[config.mk]
export PLATFORM = sky130hd
export DESIGN_NAME = chip_bridge_send_serializer_flat
export DESIGN_NICKNAME = d
export VERILOG_FILES = /design/src/rtl/chip_bridge_pkg.sv /design/src/rtl/chip_bridge_send_serializer_if.sv /design/src/rtl/chip_bridge_send_serializer_credit_cnt.sv /design/src/rtl/chip_bridge_send_serializer.sv /design/src/flat_wrapper.sv
export SDC_FILE = /design/constraint.sdc
export NUM_CORES = 1
export LEC_CHECK = 0
export ABC_AREA = 1
export CAP_MARGIN = 10
export CORE_MARGIN = 8
export CORE_UTILIZATION = 50
export CTS_CLUSTER_SIZE = 28
export DETAILED_ROUTE_END_ITERATION = 8
export PLACE_DENSITY = 0.8
export SLEW_MARGIN = 20
export SYNTH_ARGS = -nofsm -noshare
export SYNTH_HDL_FRONTEND = slang
export SYNTH_HIERARCHICAL = 1
export SYNTH_SLANG_ARGS = --single-unit
export TNS_END_PERCENT = 5
[constraint.sdc]
create_clock -name chip_clk -period 9.2 [get_ports chip_clk]
set_input_delay 0.92 -clock chip_clk [delete_from_list [all_inputs] [get_ports chip_clk]]
set_output_delay 0.92 -clock chip_clk [all_outputs]
set_load 0.01 [all_outputs]
[src/rtl/chip_bridge_pkg.sv]
// Shared definitions for the chip bridge send path: channel tags, FSM encoding
// and credit defaults.
package chip_bridge_pkg;

  localparam int CREDIT_MAX_DEF = 8;
  localparam int CREDIT_W_DEF   = 4;

  localparam logic [1:0] CH_IDLE = 2'b00;
  localparam logic [1:0] CH_1    = 2'b01;
  localparam logic [1:0] CH_2    = 2'b10;
  localparam logic [1:0] CH_3    = 2'b11;

  typedef enum logic [1:0] {
    IDLE    = 2'd0,
    SEND_HI = 2'd1,
    SEND_LO = 2'd2
  } send_state_t;

  // Channel slots are indexed 0..2; the link tag is slot index + 1.
  function automatic logic [1:0] ch_id(input logic [1:0] idx);
    return idx + 2'd1;
  endfunction

  function automatic logic [1:0] next_idx(input logic [1:0] idx);
    return (idx == 2'd2) ? 2'd0 : idx + 2'd1;
  endfunction

endpackage

[src/rtl/chip_bridge_send_serializer_if.sv]
// Bundle of NoC-side flit handshakes and link-side word/credit signals
// around the send serializer.
interface chip_bridge_send_serializer_if;

  logic [63:0] network_out_1;
  logic [63:0] network_out_2;
  logic [63:0] network_out_3;
  logic        data_out_val_1;
  logic        data_out_val_2;
  logic        data_out_val_3;
  logic        data_out_rdy_1;
  logic        data_out_rdy_2;
  logic        data_out_rdy_3;
  logic [31:0] intcnct_data_out;
  logic [1:0]  intcnct_channel_out;
  logic [2:0]  intcnct_credit_back_out;
  logic        credit_err;

  modport master (
    output network_out_1, network_out_2, network_out_3,
    output data_out_val_1, data_out_val_2, data_out_val_3,
    output intcnct_credit_back_out,
    input  data_out_rdy_1, data_out_rdy_2, data_out_rdy_3,
    input  intcnct_data_out, intcnct_channel_out, credit_err
  );

  modport slave (
    input  network_out_1, network_out_2, network_out_3,
    input  data_out_val_1, data_out_val_2, data_out_val_3,
    input  intcnct_credit_back_out,
    output data_out_rdy_1, data_out_rdy_2, data_out_rdy_3,
    output intcnct_data_out, intcnct_channel_out, credit_err
  );

endinterface

[src/rtl/chip_bridge_send_serializer_credit_cnt.sv]
// Per-channel flit credit counter: starts full, decrements on grant,
// increments on a returned credit, and flags a return that would exceed full.
module bridge_credit_cnt #(
  parameter int CREDIT_MAX = 8,
  parameter int CREDIT_W   = 4
) (
  input  logic chip_clk,
  input  logic rst_n,
  input  logic inc,
  input  logic dec,
  output logic nonzero,
  output logic overflow
);

  localparam logic [CREDIT_W-1:0] FULL = CREDIT_W'(CREDIT_MAX);

  logic [CREDIT_W-1:0] cnt;

  // Simultaneous return and grant cancel; a return at full is dropped.
  always_ff @(posedge chip_clk or negedge rst_n) begin
    if (!rst_n) begin
      cnt <= FULL;
    end else if (inc && !dec && cnt != FULL) begin
      cnt <= cnt + 1'b1;
    end else if (dec && !inc) begin
      cnt <= cnt - 1'b1;
    end
  end

  assign nonzero  = (cnt != '0);
  assign overflow = inc && !dec && (cnt == FULL);

endmodule

[src/rtl/chip_bridge_send_serializer.sv]
// Send-side serializer: three buffered 64-bit flit channels, round-robin
// arbitration under credit control, two 32-bit tagged words per flit.
module chip_bridge_send_serializer
  import chip_bridge_pkg::*;
#(
  parameter int CREDIT_MAX = CREDIT_MAX_DEF,
  parameter int CREDIT_W   = CREDIT_W_DEF
) (
  input logic                          chip_clk,
  input logic                          rst_n,
  chip_bridge_send_serializer_if.slave br
);

  logic [2:0]  flit_val;
  logic [63:0] flit_in [3];
  logic [2:0]  hold_vld;
  logic [63:0] hold_data [3];
  logic [2:0]  credit_ok;
  logic [2:0]  credit_ovf;
  logic [2:0]  grant_dec;
  logic [2:0]  elig;

  send_state_t state, state_nxt;
  logic [63:0] send_reg;
  logic [1:0]  send_ch;
  logic [1:0]  last_idx;
  logic [31:0] data_q, data_nxt;
  logic [1:0]  chan_q, chan_nxt;
  logic        grant_vld;
  logic [1:0]  grant_idx;
  logic        load;
  logic        err_q;

  assign flit_val   = {br.data_out_val_3, br.data_out_val_2, br.data_out_val_1};
  assign flit_in[0] = br.network_out_1;
  assign flit_in[1] = br.network_out_2;
  assign flit_in[2] = br.network_out_3;

  // A slot frees on the edge its flit is granted, so it cannot also accept then.
  always_ff @(posedge chip_clk or negedge rst_n) begin
    if (!rst_n) begin
      hold_vld <= '0;
      for (int i = 0; i < 3; i++) hold_data[i] <= '0;
    end else begin
      for (int i = 0; i < 3; i++) begin
        if (grant_dec[i]) begin
          hold_vld[i] <= 1'b0;
        end else if (flit_val[i] && !hold_vld[i]) begin
          hold_vld[i]  <= 1'b1;
          hold_data[i] <= flit_in[i];
        end
      end
    end
  end

  for (genvar g = 0; g < 3; g++) begin : g_credit
    bridge_credit_cnt #(
      .CREDIT_MAX(CREDIT_MAX),
      .CREDIT_W  (CREDIT_W)
    ) u_credit (
      .chip_clk(chip_clk),
      .rst_n   (rst_n),
      .inc     (br.intcnct_credit_back_out[g]),
      .dec     (grant_dec[g]),
      .nonzero (credit_ok[g]),
      .overflow(credit_ovf[g])
    );
  end

  assign elig = hold_vld & credit_ok;

  // Round-robin search beginning at the slot after the last granted one.
  always_comb begin
    logic [1:0] cand;
    grant_vld = 1'b0;
    grant_idx = 2'd0;
    cand      = next_idx(last_idx);
    for (int k = 0; k < 3; k++) begin
      if (!grant_vld && elig[cand]) begin
        grant_vld = 1'b1;
        grant_idx = cand;
      end
      cand = next_idx(cand);
    end
  end

  always_comb begin
    state_nxt = state;
    data_nxt  = data_q;
    chan_nxt  = chan_q;
    load      = 1'b0;
    case (state)
      IDLE, SEND_LO: begin
        if (grant_vld) begin
          load      = 1'b1;
          data_nxt  = hold_data[grant_idx][63:32];
          chan_nxt  = ch_id(grant_idx);
          state_nxt = SEND_HI;
        end else begin
          data_nxt  = '0;
          chan_nxt  = CH_IDLE;
          state_nxt = IDLE;
        end
      end
      SEND_HI: begin
        data_nxt  = send_reg[31:0];
        chan_nxt  = send_ch;
        state_nxt = SEND_LO;
      end
      default: begin
        data_nxt  = '0;
        chan_nxt  = CH_IDLE;
        state_nxt = IDLE;
      end
    endcase
  end

  assign grant_dec = load ? (3'b001 << grant_idx) : 3'b000;

  always_ff @(posedge chip_clk or negedge rst_n) begin
    if (!rst_n) begin
      state    <= IDLE;
      data_q   <= '0;
      chan_q   <= CH_IDLE;
      send_reg <= '0;
      send_ch  <= CH_IDLE;
      last_idx <= 2'd2;
      err_q    <= 1'b0;
    end else begin
      state  <= state_nxt;
      data_q <= data_nxt;
      chan_q <= chan_nxt;
      err_q  <= err_q | (|credit_ovf);
      if (load) begin
        send_reg <= hold_data[grant_idx];
        send_ch  <= ch_id(grant_idx);
        last_idx <= grant_idx;
      end
    end
  end

  assign br.data_out_rdy_1      = ~hold_vld[0];
  assign br.data_out_rdy_2      = ~hold_vld[1];
  assign br.data_out_rdy_3      = ~hold_vld[2];
  assign br.intcnct_data_out    = data_q;
  assign br.intcnct_channel_out = chan_q;
  assign br.credit_err          = err_q;

endmodule

[src/flat_wrapper.sv]
// flat-port wrapper written by rule: the top's interface ports become plain ports
module chip_bridge_send_serializer_flat import chip_bridge_pkg::*;
#(
  parameter int CREDIT_MAX = CREDIT_MAX_DEF,
  parameter int CREDIT_W   = CREDIT_W_DEF
)
  (chip_clk, rst_n, br_network_out_1, br_network_out_2, br_network_out_3, br_data_out_val_1, br_data_out_val_2, br_data_out_val_3, br_intcnct_credit_back_out, br_data_out_rdy_1, br_data_out_rdy_2, br_data_out_rdy_3, br_intcnct_data_out, br_intcnct_channel_out, br_credit_err);
  chip_bridge_send_serializer_if br_i ();
  input logic chip_clk;
  input logic rst_n;
  input wire logic [$bits(br_i.network_out_1)-1:0] br_network_out_1;
  input wire logic [$bits(br_i.network_out_2)-1:0] br_network_out_2;
  input wire logic [$bits(br_i.network_out_3)-1:0] br_network_out_3;
  input wire logic [$bits(br_i.data_out_val_1)-1:0] br_data_out_val_1;
  input wire logic [$bits(br_i.data_out_val_2)-1:0] br_data_out_val_2;
  input wire logic [$bits(br_i.data_out_val_3)-1:0] br_data_out_val_3;
  input wire logic [$bits(br_i.intcnct_credit_back_out)-1:0] br_intcnct_credit_back_out;
  output wire logic [$bits(br_i.data_out_rdy_1)-1:0] br_data_out_rdy_1;
  output wire logic [$bits(br_i.data_out_rdy_2)-1:0] br_data_out_rdy_2;
  output wire logic [$bits(br_i.data_out_rdy_3)-1:0] br_data_out_rdy_3;
  output wire logic [$bits(br_i.intcnct_data_out)-1:0] br_intcnct_data_out;
  output wire logic [$bits(br_i.intcnct_channel_out)-1:0] br_intcnct_channel_out;
  output wire logic [$bits(br_i.credit_err)-1:0] br_credit_err;
  assign br_i.network_out_1 = br_network_out_1;
  assign br_i.network_out_2 = br_network_out_2;
  assign br_i.network_out_3 = br_network_out_3;
  assign br_i.data_out_val_1 = br_data_out_val_1;
  assign br_i.data_out_val_2 = br_data_out_val_2;
  assign br_i.data_out_val_3 = br_data_out_val_3;
  assign br_i.intcnct_credit_back_out = br_intcnct_credit_back_out;
  assign br_data_out_rdy_1 = br_i.data_out_rdy_1;
  assign br_data_out_rdy_2 = br_i.data_out_rdy_2;
  assign br_data_out_rdy_3 = br_i.data_out_rdy_3;
  assign br_intcnct_data_out = br_i.intcnct_data_out;
  assign br_intcnct_channel_out = br_i.intcnct_channel_out;
  assign br_credit_err = br_i.credit_err;
  chip_bridge_send_serializer #(.CREDIT_MAX(CREDIT_MAX), .CREDIT_W(CREDIT_W)) u_core (.chip_clk(chip_clk), .rst_n(rst_n), .br(br_i));
endmodule
### After elaboration in Yosys (flattened, before gate mapping)

Index checks and enable logic that the tools add are counted.

| storage, ports and cells | value |
|---|---|
| register bits after elaboration | 280 |
| input port bits | 200 |
| output and inout bits | 38 |

| operators by class | value |
|---|---|
| equal/unequal tests | 11 |
| multiplexer cells | 39 |
| magnitude comparators | 4 |
| shift operators | 1 |
| reduce and logical (&&, ||, !) cells | 43 |
| add/sub/neg operators | 10 |
| bitwise gates (word level) | 9 |

Operator list:

| kind | number |
|---|---|
| 64-bit binary-select mux with 2-bit select | 1 |
| 64-bit 2-to-1 mux | 2 |
| 32-bit one-hot mux with 2 select lines | 1 |
| 32-bit 2-to-1 mux | 1 |
| 4-bit 2-to-1 mux | 6 |
| 1-bit logical AND | 17 |
| 1-bit 2-to-1 mux | 15 |
| 2-bit 2-to-1 mux | 7 |
| 4-bit by 1-bit adder with 4-bit output (second input constant) | 3 |
| 4-bit == test (second input constant) | 3 |
| 4-bit != test (second input constant) | 3 |
| 2-bit nonzero test | 6 |
| 4-bit nonzero test | 3 |
| 4-bit by 1-bit subtractor with 4-bit output (second input constant) | 3 |
| 1-bit logical NOT | 11 |
| 2-bit by 3-bit less-than comparator with 1-bit output (second input constant) | 3 |
| 2-bit by 1-bit adder with 2-bit output (second input constant) | 4 |
| 2-bit == test (second input constant) | 4 |
| 2-bit one-hot mux with 2 select lines | 2 |
| 1-bit binary-select mux with 2-bit select | 3 |
| 1-bit NOT | 6 |
| 2-bit AND reduction | 3 |
| 3-bit bitwise AND | 1 |
| 3-bit >= comparator (second input constant) | 1 |
| other kinds (8) | 8 |

### Longest topological paths before layout

| depth | value |
|---|---|
| depth in word-level cells | 19 |
| gate-level depth with buffers | 25 |

### Hierarchy

The synthesis kept the hierarchy.

By module, submodules not included:

| module | instances | seq. area each (um^2) | area an instance (um^2) | cells each |
|---|---|---|---|---|
| chip_bridge_send_serializer | 1 | 6707.7 | 12717.2 | 1492 |
| bridge_credit_cnt | 3 | 101.3 | 299.0 | 39 |

### Worst setup path after synthesis

No wires, ideal clock.

| timing | value |
|---|---|
| path kind | flip-flop to flip-flop |
| from | register u_core.g_credit[2].u_credit.cnt[3] |
| to | register u_core.g_credit[0].u_credit.cnt[3] |
| period minus slack after synthesis | 3.058 ns |
| cell stages (with the launch flop) | 24 |
| data arrival time | 2.982 ns |
| setup time | 0.076 ns |
| slack | 6.142 ns |
| data required time | 9.124 ns |
| path through | dfstp_2 nor2_1 nand2_1 nand2_1 nand2_1 nand2_2 nor2_8 nand4_1 nand2_1 buf_2 buf_2 inv_1 ha_1 nand2_2 inv_1 nor2_1 nand2_4 ha_1 a21oi_1 nand2_1 nand2_2 nand2_1 nand2_1 nand2_1 |

| on the way | value |
|---|---|
| longest elaborated chain between the ends | 18 |
| elaborated cells between the ends (all ways) | 28 |
| those cells by class | shift (1); mux (16); bitwise (1); reduce/logical (10) |

Ends and longest elaborated chain:

| element | RTL line | text |
|---|---|---|
| start: declaration | chip_bridge_send_serializer_credit_cnt.sv:17 | `logic [CREDIT_W-1:0] cnt;` |
| start signal: assignment | chip_bridge_send_serializer_credit_cnt.sv:24 | `cnt <= cnt + 1'b1;` |
| start signal: assignment | chip_bridge_send_serializer_credit_cnt.sv:26 | `cnt <= cnt - 1'b1;` |
| 4-bit nonzero test * | chip_bridge_send_serializer_credit_cnt.sv:30 | `assign nonzero = (cnt != '0);` |
| named net u_core.credit_ok[2] | chip_bridge_send_serializer.sv:18 | `logic [2:0] credit_ok;` |
| 3-bit bitwise AND * | chip_bridge_send_serializer.sv:70 | `assign elig = hold_vld & credit_ok;` |
| 1-bit binary-select mux with 2-bit select | chip_bridge_send_serializer.sv:79 | `if (!grant_vld && elig[cand]) begin` |
| 1-bit 2-to-1 mux (not written as such) | chip_bridge_send_serializer.sv:79 |  |
| 1-bit 2-to-1 mux | chip_bridge_send_serializer.sv:79 |  |
| 1-bit logical NOT | chip_bridge_send_serializer.sv:79 |  |
| 1-bit logical AND | chip_bridge_send_serializer.sv:79 |  |
| [3 not listed] | - |  |
| 1-bit 2-to-1 mux | chip_bridge_send_serializer.sv:79 |  |
| 1-bit 2-to-1 mux | chip_bridge_send_serializer.sv:94 | `if (grant_vld) begin` |
| 1-bit 2-to-1 mux | chip_bridge_send_serializer.sv:92 | `case (state)` |
| 3-bit 2-to-1 mux * | chip_bridge_send_serializer.sv:118 | `assign grant_dec = load ? (3'b001 << grant_idx) : 3'b000;` |
| named net u_core.grant_dec[0] | chip_bridge_send_serializer.sv:20 | `logic [2:0] grant_dec;` |
| 1-bit logical NOT | chip_bridge_send_serializer_credit_cnt.sv:23 | `end else if (inc && !dec && cnt != FULL) begin` |
| 1-bit logical AND (2 in series) | chip_bridge_send_serializer_credit_cnt.sv:23 |  |
| 4-bit 2-to-1 mux or 2-bit nonzero test (tied branches) | - |  |
| end signal: assignment | chip_bridge_send_serializer_credit_cnt.sv:24 |  |
| end signal: assignment | chip_bridge_send_serializer_credit_cnt.sv:26 |  |
| end: declaration | chip_bridge_send_serializer_credit_cnt.sv:17 |  |

Mark *: on every way through the listed nets, which the timed path passes. The rest lies on a longest branch. The select of a mux whose other input is x is not followed.
A chain may end at the register's enable or synchronous reset.

### Worst setup path in the final report

| timing | value |
|---|---|
| from | register u_core.g_credit[2].u_credit.cnt[0] |
| to | register u_core/hold_data[106] (netlist bit) |

| on the way | value |
|---|---|
| longest elaborated chain between the ends | 16 |
| elaborated cells between the ends (all ways) | 24 |
| those cells by class | shift (1); mux (15); bitwise (2); reduce/logical (6) |

Ends and longest elaborated chain:

| element | RTL line | text |
|---|---|---|
| 4-bit nonzero test * | chip_bridge_send_serializer_credit_cnt.sv:30 |  |
| named net u_core.credit_ok[2] | chip_bridge_send_serializer.sv:18 |  |
| 3-bit bitwise AND * | chip_bridge_send_serializer.sv:70 |  |
| 1-bit binary-select mux with 2-bit select | chip_bridge_send_serializer.sv:79 |  |
| 1-bit 2-to-1 mux (not written as such) | chip_bridge_send_serializer.sv:79 |  |
| 1-bit 2-to-1 mux | chip_bridge_send_serializer.sv:79 |  |
| 1-bit logical NOT | chip_bridge_send_serializer.sv:79 |  |
| 1-bit logical AND | chip_bridge_send_serializer.sv:79 |  |
| 1-bit 2-to-1 mux | chip_bridge_send_serializer.sv:79 |  |
| 1-bit logical NOT | chip_bridge_send_serializer.sv:79 |  |
| 1-bit logical AND | chip_bridge_send_serializer.sv:79 |  |
| 1-bit 2-to-1 mux | chip_bridge_send_serializer.sv:79 |  |
| 1-bit 2-to-1 mux | chip_bridge_send_serializer.sv:94 |  |
| 1-bit 2-to-1 mux | chip_bridge_send_serializer.sv:92 |  |
| 3-bit 2-to-1 mux * | chip_bridge_send_serializer.sv:118 |  |
| 1-bit NOT (no line) * | - |  |
| 2-bit AND reduction (no line) * | - |  |
| end signal: indexed assignment | chip_bridge_send_serializer.sv:50 | `hold_data[i] <= flit_in[i];` |
| end: declaration | chip_bridge_send_serializer.sv:17 | `logic [63:0] hold_data [3];` |

Marked as above.

==> results.py <==
metrics = {
    "sta": {
        "rsz0062_at_grt": "false",
        "final.period_utilization_pct": 50.0,
        "fin_crit_ps": 4600,
        "timing.fmax_ghz": 0.217,
        "finalHoldViolCount": 0,
        "hold_slack_ps": 356,
        "skew_ps": 13.3,
        "timing.slew.headroom_pct": 33.5,
        "slew_violations": 0,
        "worstMarginPinSlew_ps": 998,
        "setup_viol": 0,
        "setup_tns_ps": 0,
    },
    "setup_path": {
        "critPathCaptureType": "register",
        "crit_fanout": 80,
        "critical_path_required_ps": 9670,
        "cp.arrival_ps": 5080,
        "critPathKind": "reg -> reg",
        "ff2ff_path_depth": 14,
        "worstSetupStartpointType": "register",
    },
    "layout": {
        "postLayoutCellArea_um2": 16900,
        "drive_gt1_share_pct": 9.36,
        "finalNonFillerCells": 2159,
        "nets": 2007,
        "largest_register_ffs": 192,
        "area_growth_pct": 24.3,
    },
    "clocking": {
        "clock_sinks": 280,
        "holdBufCountCts": 0,
        "insertion_delay_ps": 550,
        "cts_tree": "yes",
        "h-tree-depth": 1,
        "clk_pin_slew_worst_paths_ps": 60,
        "cts_buffers": 30,
        "postCtsSetupBuffers": 0,
        "post_cts_resized": 0,
        "clk_path_buf_depth": 3,
        "cts-root-buf": "clkbuf_16",
    },
    "global_routing": {
        "grt_pass1_wl_um": 60300,
        "grt_overflow_total": 0,
        "grt_start_max_net_pins": 189,
        "grt.total_usage_pct": 22.6,
        "antenna_found_initial": 2,
        "grt_pass1_vias": 11200,
    },
    "drt": {
        "wl_met2_um": 17500,
        "wl_met1_um": 16200,
        "top_layer": "met5",
        "routed_via_density": 5.18,
        "antenna_left": 0,
        "wl_per_cell_um": 17.4,
        "drt_iter0_drc": 1317,
        "totalWireLength_um": 37600,
        "dr_wl_met3_um": 2570,
        "dr.pass1.iters": 5,
        "drcViolationCount": 0,
        "num_vias": 11200,
    },
    "power": {
        "p_sw_share_pct": 43.9,
        "power_density_nw_per_um2": 403,
        "seqPwrFrac_pct": 31.6,
        "p_int_mw": 3.82,
        "clkPwrFrac_pct": 17.8,
        "power_frac_comb_pct": 50.5,
        "switchingPower_mw": 2.99,
        "leakage_nw": 8.41,
        "ir_drop_mv": 0.234,
        "power.total_mw": 6.81,
    },
    "synthesis": {
        "seq_area_frac_synth_pct": 51.5,
        "synth-main-ff-cell": "dfrtp_1",
        "yosys_register_bits": 280,
        "yosysTopAreaCellShare_pct": 50.7,
        "synth_largest_area_cell": "dfrtp_1",
        "synth_common_cells": "dfrtp_1 (276), inv_1 (268), nand2_1 (266), nor2_1 (175), a21oi_1 (121)",
        "synthArstFlopShare_pct": 100,
        "synth_warnings": 6,
        "synth_area_leaders": "dfrtp_1 (51%), inv_1 (7.4%), nand2_1 (7.3%)",
        "syn_inst": 1609,
        "syn_area_per_cell_um2": 8.46,
        "synth_edf_count": 0,
        "synthesis.nets": 1821,
        "yosysMostFrequentCell": "dfrtp_1",
        "syn_area_um2": 13600,
        "synth_cell_types": 36,
    },
    "worst_hold_path": {
        "hold_path_class": "in -> async",
    },
    "flow_run": {
        "max_cap_viol_count": 0,
    },
    "die": {
        "start_util_pct": 50.7,
        "fp.dieH_um": 181,
        "die-area_um2": 32800,
        "row_count": 60,
        "die_x_um": 181,
        "coreArea_um2": 26900,
        "pin_count": 238,
    },
    "placed_design": {
        "dpl.hpwl_um": 26100,
        "gp_congestion": 0.912,
        "port_buffers": 237,
        "dp_cells": 2103,
        "post_dp_cell_area_um2": 15900,
    },
    "run_status": {
        "outcome": "finished clean",
    },
}
==> logic make-up (layout without fill, tap and decap cells) <==
logic type / count (synthesis) / after routing / synth area share [%]
simple gates: 647 / 647 / 21.8
buf+inv: 365 / 572 / 12.1
compound gates: 302 / 302 / 13.2
flops: 280 / 280 / 51.5
fa+ha+maj: 12 / 12 / 1.27
xor+xnor: 3 / 3 / 0.193
other cells: 0 / 2 / 0
==> power by group through the flow <==
stage / Combinational (mW) / Clock, mW / Sequential, mW
4_1_cts: 3.45 / 1.23 / 2.15
3_3_place_gp: 3.29 / 0 / 2.14
6_report: 3.44 / 1.22 / 2.15
5_1_grt: 3.85 / 1.28 / 2.21
3_5_place_dp: 3.42 / 0 / 2.17
2_1_floorplan: 2.52 / 0 / 2.09
==> worst max-delay path: stages (launching register included) <==
cell,delay [ps]
dfrtp_1,460
nor2_2,170
nand2_1,80
nand2_1,170
nand2_1,150
nand3_4,140
nand4_4,280
nand2_2,120
buf_4,630
ha_1,320
nand2_2,100
nand3_4,530
buf_4,870
nor2_1,130
a21oi_2,150
==> cells in the final DEF, fill, tap and decap left out, types with 2 or more instances in the layout <==
master           instances
nand3_4                  5
clkbuf_1                10
nand3_2                  3
nand4_1                 17
dfrtp_1                276
nand3b_1                42
clkbuf_16               31
nor3_1                   3
clkdlybuf4s50_1        236
fa_1                     3
inv_2                    3
buf_4                    7
nor2_1                 175
clkinv_2                 4
ha_1                     9
a21boi_0                 7
nand2_2                 15
inv_1                  268
bufinv_16                3
inv_4                    2
nand2_1                264
nand3_1                105
clkbuf_8                 5
a21oi_2                 66
dfstp_2                  4
nor2_2                   9
o21ai_1                 85
nand2_4                  5
a21oi_1                121
xor2_1                   3
diode_2                  2
o21ai_0                 19
==> layer usage <==
layer  global-route usage (%)  up-vias
met2                     36.2      430
met4                     8.43        4
met5                        0        -
met1                     30.4     5256
li1                         -     5405
met3                     4.11       92
==> stage by stage <==
step           setup WS [ps]  util (%)
6_report                4600      63.0
5_1_grt                 4330      63.0
2_1_floorplan           6140         -
3_5_place_dp            4800      59.2
4_1_cts                 4710      62.9
3_3_place_gp            4970      59.2
==> area by class of cell <==
| cell class | instances | area [µm²] |
|---|---|---|
| Fill cell | 2255 | 9950 |
| Sequential cell | 280 | 7010 |
| Multi-Input combinational cell | 964 | 4980 |
| Timing Repair Buffer | 246 | 2480 |
| Inverter | 273 | 1030 |
| Clock buffer | 46 | 882 |
| Tap cell | 341 | 427 |
| Clock inverter | 7 | 110 |
| Antenna cell | 2 | 5.00 |
==> worst paths after layout <==
| kind | start | endpoint | slack [ps] |
|---|---|---|---|
| max in group asynchronous | rst_n | u_core/hold_data[39] | 7360 |
| min in group chip_clk | u_core/g_credit[0].u_credit/cnt[3] | u_core/g_credit[0].u_credit/cnt[3] | 470 |
| setup / recovery | u_core/g_credit[2].u_credit/cnt[0] | u_core/hold_data[106] | 4600 |
| hold reg to reg | u_core/g_credit[0].u_credit/cnt[3] | u_core/g_credit[0].u_credit/cnt[3] | 470 |
| hold / removal | rst_n | u_core/hold_data[75] | 360 |
| setup reg to reg | u_core/g_credit[2].u_credit/cnt[0] | u_core/hold_data[106] | 4600 |
(Power assumes the default switching activity.)
